<file path="config.mk">
export PLATFORM = sky130hd
export DESIGN_NAME = sdram_arb2
export DESIGN_NICKNAME = d
export VERILOG_FILES = /design/src/rtl/sdram_arb2.sv
export SDC_FILE = /design/constraint.sdc
export NUM_CORES = 1
export LEC_CHECK = 0
export ABC_CLOCK_PERIOD_IN_PS = 2500
export CAP_MARGIN = 10
export CORE_MARGIN = 5
export CORE_UTILIZATION = 38
export CTS_CLUSTER_DIAMETER = 150
export DETAILED_ROUTE_END_ITERATION = 12
export GPL_ROUTABILITY_DRIVEN = 0
export GPL_TIMING_DRIVEN = 0
export PLACE_DENSITY = 0.84
export SETUP_SLACK_MARGIN = 0.2
export SYNTH_ARGS = -nofsm -noshare
export SYNTH_HDL_FRONTEND = slang
export SYNTH_SLANG_ARGS = --single-unit
</file>
<file path="constraint.sdc">
create_clock -name clk -period 2.5 [get_ports clk]
set_clock_uncertainty 0.1 [all_clocks]
set_input_delay 0.375 -clock clk [delete_from_list [all_inputs] [get_ports clk]]
set_output_delay 0.375 -clock clk [all_outputs]
set_load 0.01 [all_outputs]
</file>
<file path="src/rtl/sdram_arb2.sv">
`timescale 1ns/1ps
// sdram_arb2: arbitrates two level-request / pulse-ack clients onto the
// single toggle-handshake port of the SDRAM controller, one transaction at a time.
module sdram_arb2 #(
    parameter bit ROUND_ROBIN = 1'b1
) (
    input  logic        clk,
    input  logic        reset,
    input  logic        a_req,
    input  logic        a_we,
    input  logic [21:1] a_addr,
    input  logic [1:0]  a_ds,
    input  logic [15:0] a_d,
    output logic [15:0] a_q,
    output logic        a_ack,
    input  logic        b_req,
    input  logic        b_we,
    input  logic [21:1] b_addr,
    input  logic [1:0]  b_ds,
    input  logic [15:0] b_d,
    output logic [15:0] b_q,
    output logic        b_ack,
    output logic        mem_req,
    input  logic        mem_ack,
    output logic        mem_we,
    output logic [21:1] mem_a,
    output logic [1:0]  mem_ds,
    output logic [15:0] mem_d,
    input  logic [15:0] mem_q
);

    typedef enum logic {IDLE, BUSY} state_t;

    state_t      state_q, state_d;
    logic        mem_req_q, mem_req_d;
    logic        mem_we_q, mem_we_d;
    logic [21:1] mem_a_q, mem_a_d;
    logic [1:0]  mem_ds_q, mem_ds_d;
    logic [15:0] mem_d_q, mem_d_d;
    logic        owner_q, owner_d;   // 1 = B
    logic        last_q, last_d;     // 1 = B granted last
    logic        a_ack_q, a_ack_d, b_ack_q, b_ack_d;
    logic [15:0] a_rd_q, a_rd_d, b_rd_q, b_rd_d;

    logic grant, pick_b, done;

    // The ack cycle blocks a new grant so a client still holding req
    // from the finished transaction is not re-granted on the spot.
    assign grant  = (state_q == IDLE) && (a_req || b_req) && !a_ack_q && !b_ack_q;
    assign pick_b = b_req && (!a_req || (ROUND_ROBIN && !last_q));
    assign done   = (state_q == BUSY) && (mem_ack == mem_req_q);

    always_ff @(posedge clk) begin
        if (reset) begin
            state_q   <= IDLE;
            mem_req_q <= mem_ack;
            mem_we_q  <= 1'b0;
            mem_a_q   <= '0;
            mem_ds_q  <= '0;
            mem_d_q   <= '0;
            owner_q   <= 1'b0;
            last_q    <= 1'b1;
            a_ack_q   <= 1'b0;
            b_ack_q   <= 1'b0;
            a_rd_q    <= '0;
            b_rd_q    <= '0;
        end else begin
            state_q   <= state_d;
            mem_req_q <= mem_req_d;
            mem_we_q  <= mem_we_d;
            mem_a_q   <= mem_a_d;
            mem_ds_q  <= mem_ds_d;
            mem_d_q   <= mem_d_d;
            owner_q   <= owner_d;
            last_q    <= last_d;
            a_ack_q   <= a_ack_d;
            b_ack_q   <= b_ack_d;
            a_rd_q    <= a_rd_d;
            b_rd_q    <= b_rd_d;
        end
    end

    always_comb begin
        state_d = state_q;
        case (state_q)
            IDLE:    if (grant) state_d = BUSY;
            BUSY:    if (done)  state_d = IDLE;
            default: state_d = IDLE;
        endcase
    end

    always_comb begin
        mem_req_d = mem_req_q;
        mem_we_d  = mem_we_q;
        mem_a_d   = mem_a_q;
        mem_ds_d  = mem_ds_q;
        mem_d_d   = mem_d_q;
        owner_d   = owner_q;
        last_d    = last_q;
        a_ack_d   = 1'b0;
        b_ack_d   = 1'b0;
        a_rd_d    = a_rd_q;
        b_rd_d    = b_rd_q;
        if (grant) begin
            // Derive the toggle from the live ack so stale completions are harmless.
            mem_req_d = ~mem_ack;
            mem_we_d  = pick_b ? b_we   : a_we;
            mem_a_d   = pick_b ? b_addr : a_addr;
            mem_ds_d  = pick_b ? b_ds   : a_ds;
            mem_d_d   = pick_b ? b_d    : a_d;
            owner_d   = pick_b;
            last_d    = pick_b;
        end
        if (done) begin
            if (owner_q) begin
                b_ack_d = 1'b1;
                if (!mem_we_q) b_rd_d = mem_q;
            end else begin
                a_ack_d = 1'b1;
                if (!mem_we_q) a_rd_d = mem_q;
            end
        end
    end

    assign mem_req = mem_req_q;
    assign mem_we  = mem_we_q;
    assign mem_a   = mem_a_q;
    assign mem_ds  = mem_ds_q;
    assign mem_d   = mem_d_q;
    assign a_ack   = a_ack_q;
    assign b_ack   = b_ack_q;
    assign a_q     = a_rd_q;
    assign b_q     = b_rd_q;

endmodule

</file>
Word-level counts from Yosys, hierarchy flattened. Cells that the tools add are included.

Add/subtract/negate cells: 0. Multipliers: 0. Div/mod/pow operators: 0. Magnitude comparators: 0. Eq/ne operators: 1. Shifts and indexed selects: 0. Mux-type cells: 11. Bitwise logic cells: 5. Reduce and logical (&&, ||, !) cells: 15.

Operators with widths (number): $mux W21 (1); $mux W16 (1); $mux W1 (7); $reduce_and A3 Y1 (2); $logic_and A1 B1 Y1 (5); $not A1 Y1 (5); $logic_not A1 Y1 (4); $logic_or A1 B1 Y1 (2); $mux W2 (1); $pmux W1 S2 (1); $reduce_bool A2 Y1 (1); $reduce_or A2 Y1 (1); $eq A1 B1 Y1 (1).

Flip-flop bits (word level): 78. Latch bits: 0. RAM bits: 0. Bits in read-only memories: 0. Input port bits: 101. Output and inout port bits: 75. Memories: 0.

Logic depth before layout (Yosys ltp).
Word-level depth: 6. Depth in mapped cells: 5. Mapped depth without buffers: 4.

Least setup slack after synthesis. No wires, ideal clock.

Path type: register -> register. Start point: reg mem_req_q, in the netlist mem_req. End point: reg a_rd_q[10], in the netlist a_q[10]. Data arrival time: 1458 ps. Setup slack: 871 ps. Cell stages (with the launch flop): 6. Period minus slack after synthesis: 1629 ps. Path through: edfxtp_1 > xor2_1 > nor4b_1 > buf_4 > buf_6 > mux2i_1.

Cells in the longest elaborated chain, start to end: 3.

RTL lines: start: declaration (line 35) `logic mem_req_q, mem_req_d;`; start signal: assignment (line 56) `mem_req_q <= mem_ack;`; start signal: assignment (line 69) `mem_req_q <= mem_req_d;`; $eq A1 B1 Y1 (line 51) `assign done = (state_q == BUSY) && (mem_ack == mem_req_q);`; $logic_and A1 B1 Y1 (line 51); $reduce_and A3 Y1 (no source line); end signal: assignment (line 78) `a_rd_q <= a_rd_d;`; end: declaration (line 43) `logic [15:0] a_rd_q, a_rd_d, b_rd_q, b_rd_d;`.

Every way passes these cells. A chain may end at the register's enable or synchronous reset.

Worst setup path in the final report.
Start point: reg mem_we_q, in the netlist mem_we. End point: out mem_we.

RTL lines: start: declaration (line 36) `logic mem_we_q, mem_we_d;`; start signal: assignment (line 70) `mem_we_q <= mem_we_d;`; end: declaration (line 25) `output logic mem_we,`.

No word-level cell between the ends.

==> impl_metrics.toml <==
[die]
rows = 34
die_h_um = 104
die_width_um = 104
start_util = 0.388
core_sq_um = 8680
io_pins = 176
die-area_sq_um = 10800

[cells_and_area]
final_cell_mix = "175 x clkdlybuf4s50_1, 77 x dfxtp_1, 72 x mux2i_1, 50 x nand2_1, 40 x o2bb2ai_2"
area_growth_pct = 61.4
final_common_cell = "clkdlybuf4s50_1"
n_fill_cell = 756
drive_gt1_frac = 0.158
stdcell_count = 582
finalNetCount = 570
num_antenna_cells = 0

[min_path]
min_from = "a_q[0]"
min_to = "a_q[0]"
hp-class = "register to register"
hold_path_depth = 2

[sta]
period_share = 0.735
tns_ns = 0
fmax_mhz = 544
setup_violations = 0
slew_headroom = 0.691
worst_pin_slew_ns = 0.463
final_max_slew_viol_count = 0
hold_violations = 0
period_needed_ns = 1.84
rsz0062_at_grt = "no"

[critical_path]
setup.worst_path.start_class = "register"
r2r_slack_ns = 0.74
reg2reg_to = "a_q[11]"
worstPathArrival_ns = 1.36
path_max_fanout = 4
max_stage_delay_ns = 0.59
crit_required_ns = 2.03
path_cells = "clkdlybuf4s50_1"
r2r_start = "mem_req"
reg2regPathDepth = 5
criticalPathCategory = "register to primary output"
crit_family = "buffers and inverters"
critPathSlowestCell = "clkdlybuf4s50_1"
path_buf_inv = 1
critPathCaptureType = "primary output"

[synth]
synth_nets = 384
yosys.area.top_type = "dfxtp_1"
synth_cell_type_count = 24
yosys-top-cells-area = "dfxtp_1 46%, mux2i_1 21%, o2bb2ai_2 18%, nand2_1 5.6%, buf_2 1.8%"
synth-warning-count = 0
postSynthCellCount = 283
syn_avg_cell_area_sq_um = 11.9
synth_seq_cells = 78
ys_seq_area_frac = 0.467
synth_top_area_share = 0.458
syn_area_sq_um = 3360

[pwr]
ir_drop_mv = 0.287
cellLeakagePower_nw = 2.11
power_density_nw_per_um2 = 570

[detailed_routing]
drt-pass1-iter-count = 4
ant_nets = 0
drtIter0Drc = 54
vias = 2874
viasPerCell = 4.94
drt_wl_total_um = 9470
drc_errors = 0
wl_per_cell_um = 16.3

[clocking]
clk_pin_slew_ns = 0.09
clockBufferDepth = 2
root_buffer = "clkbuf_8"
post-cts-setup-buffers = 0
cts_tree = "done"
cts_num_sinks = 78
cts_inserted_buffers = 9
worstSkewPairLatency_ns = 0.35
cts_max_level = 3
cts_resized = 0
cts_hold_buf = 0

[global_routing]
grt-ovfl-total = 0
grt_use_total = 0.172
grt_pass1_wl_um = 15300
grt_pass1_vias = 3116
antenna_found_initial = 0
grt_start_max_net_pins = 16

[place]
place_inst = 566
dp_hpwl_um = 7550
portBuffers = 175

[run]
drv_cap = 0

[status]
status = "complete, no violations"
-- stage by stage --
step | instance area (sq um) | total power [mW] | hold slack [ns] | utilization | setup slack, ns
finish | 5430 | 3.09 | 0.364 | 0.626 | 0.663
global placement | 5250 | 2.24 | 0.344 | 0.605 | 0.322
detailed placement | 5250 | 2.25 | 0.350 | 0.605 | 0.317
CTS | 5430 | 3.13 | 0.364 | 0.626 | 0.659
floorplan | 3360 | 1.82 | 0.344 | - | 0.871
global route | 5430 | 3.24 | 0.383 | 0.626 | 0.537
-- Yosys cell counts --
master,n
nor3b_1,1
a21oi_1,1
xnor2_1,2
buf_4,2
o2bb2ai_1,1
inv_1,3
o2bb2ai_2,40
nand4b_1,1
o41a_1,1
edfxtp_1,1
mux2i_1,72
o22a_1,1
clkbuf_1,5
nor4b_1,1
a21boi_0,1
or4_1,1
nand2_1,50
xor2_1,1
nor3_1,1
buf_6,5
nor2_1,2
buf_2,12
dfxtp_1,77
or4b_1,1
-- worst max-delay path by stage --
stage / cells past startpoint / slack (ns) / startpoint / end
after detailed placement: 6 / 0.32 / mem_ack / a_q[10]
final: 1 / 0.66 / mem_we / mem_we
after floorplan: 5 / 0.87 / mem_req / a_q[10]
after global placement: 6 / 0.32 / mem_ack / a_q[8]
after global routing: 6 / 0.54 / reset / b_q[11]
after CTS: 1 / 0.66 / mem_we / mem_we
-- where the power goes --
group	switching [mW]	leakage, nW	total, mW	internal (mW)
logic	0.325	1.38	0.791	0.466
registers	0.0781	0.640	1.43	1.35
clock network	0.501	0.0842	0.874	0.372
total	0.904	2.11	3.09	2.19
-- flip-flops by register name (all words and copies together), names as in the netlist --
signal	flops
mem_we	1
mem_ds	2
state_q	1
a_q	16
mem_d	16
mem_a	21
b_q	16
owner_q	1
a_ack	1
last_q	1
mem_req	1
b_ack	1
-- logic make-up after synthesis --
logic type	after synthesis	share of synthesized area
xor+xnor	3	0.00781
compound gates	45	0.191
simple gates	58	0.0721
buf+inv	27	0.0480
flops	78	0.467
mux	72	0.214
-- layer usage --
metal / global-route usage / vias to the layer above / routed length [um]
met5: 0 / - / 0
met4: 0.0527 / 0 / 131
met3: 0.0577 / 14 / 633
met2: 0.311 / 107 / 4860
met1: 0.189 / 1372 / 3840
li1: - / 1381 / -
-- cell type report --
class	count	area [sq um]	share of cell area
Buffer	24	150	0.0276
Clock buffer	9	124	0.0228
Clock inverter	7	56.3	0.0104
Inverter	3	11.3	0.00207
Multi-Input combinational cell	178	1630	0.300
Sequential cell	78	1570	0.289
Tap cell	108	135	0.0249
Timing Repair Buffer	175	1750	0.323
(Power assumes the default switching activity.)
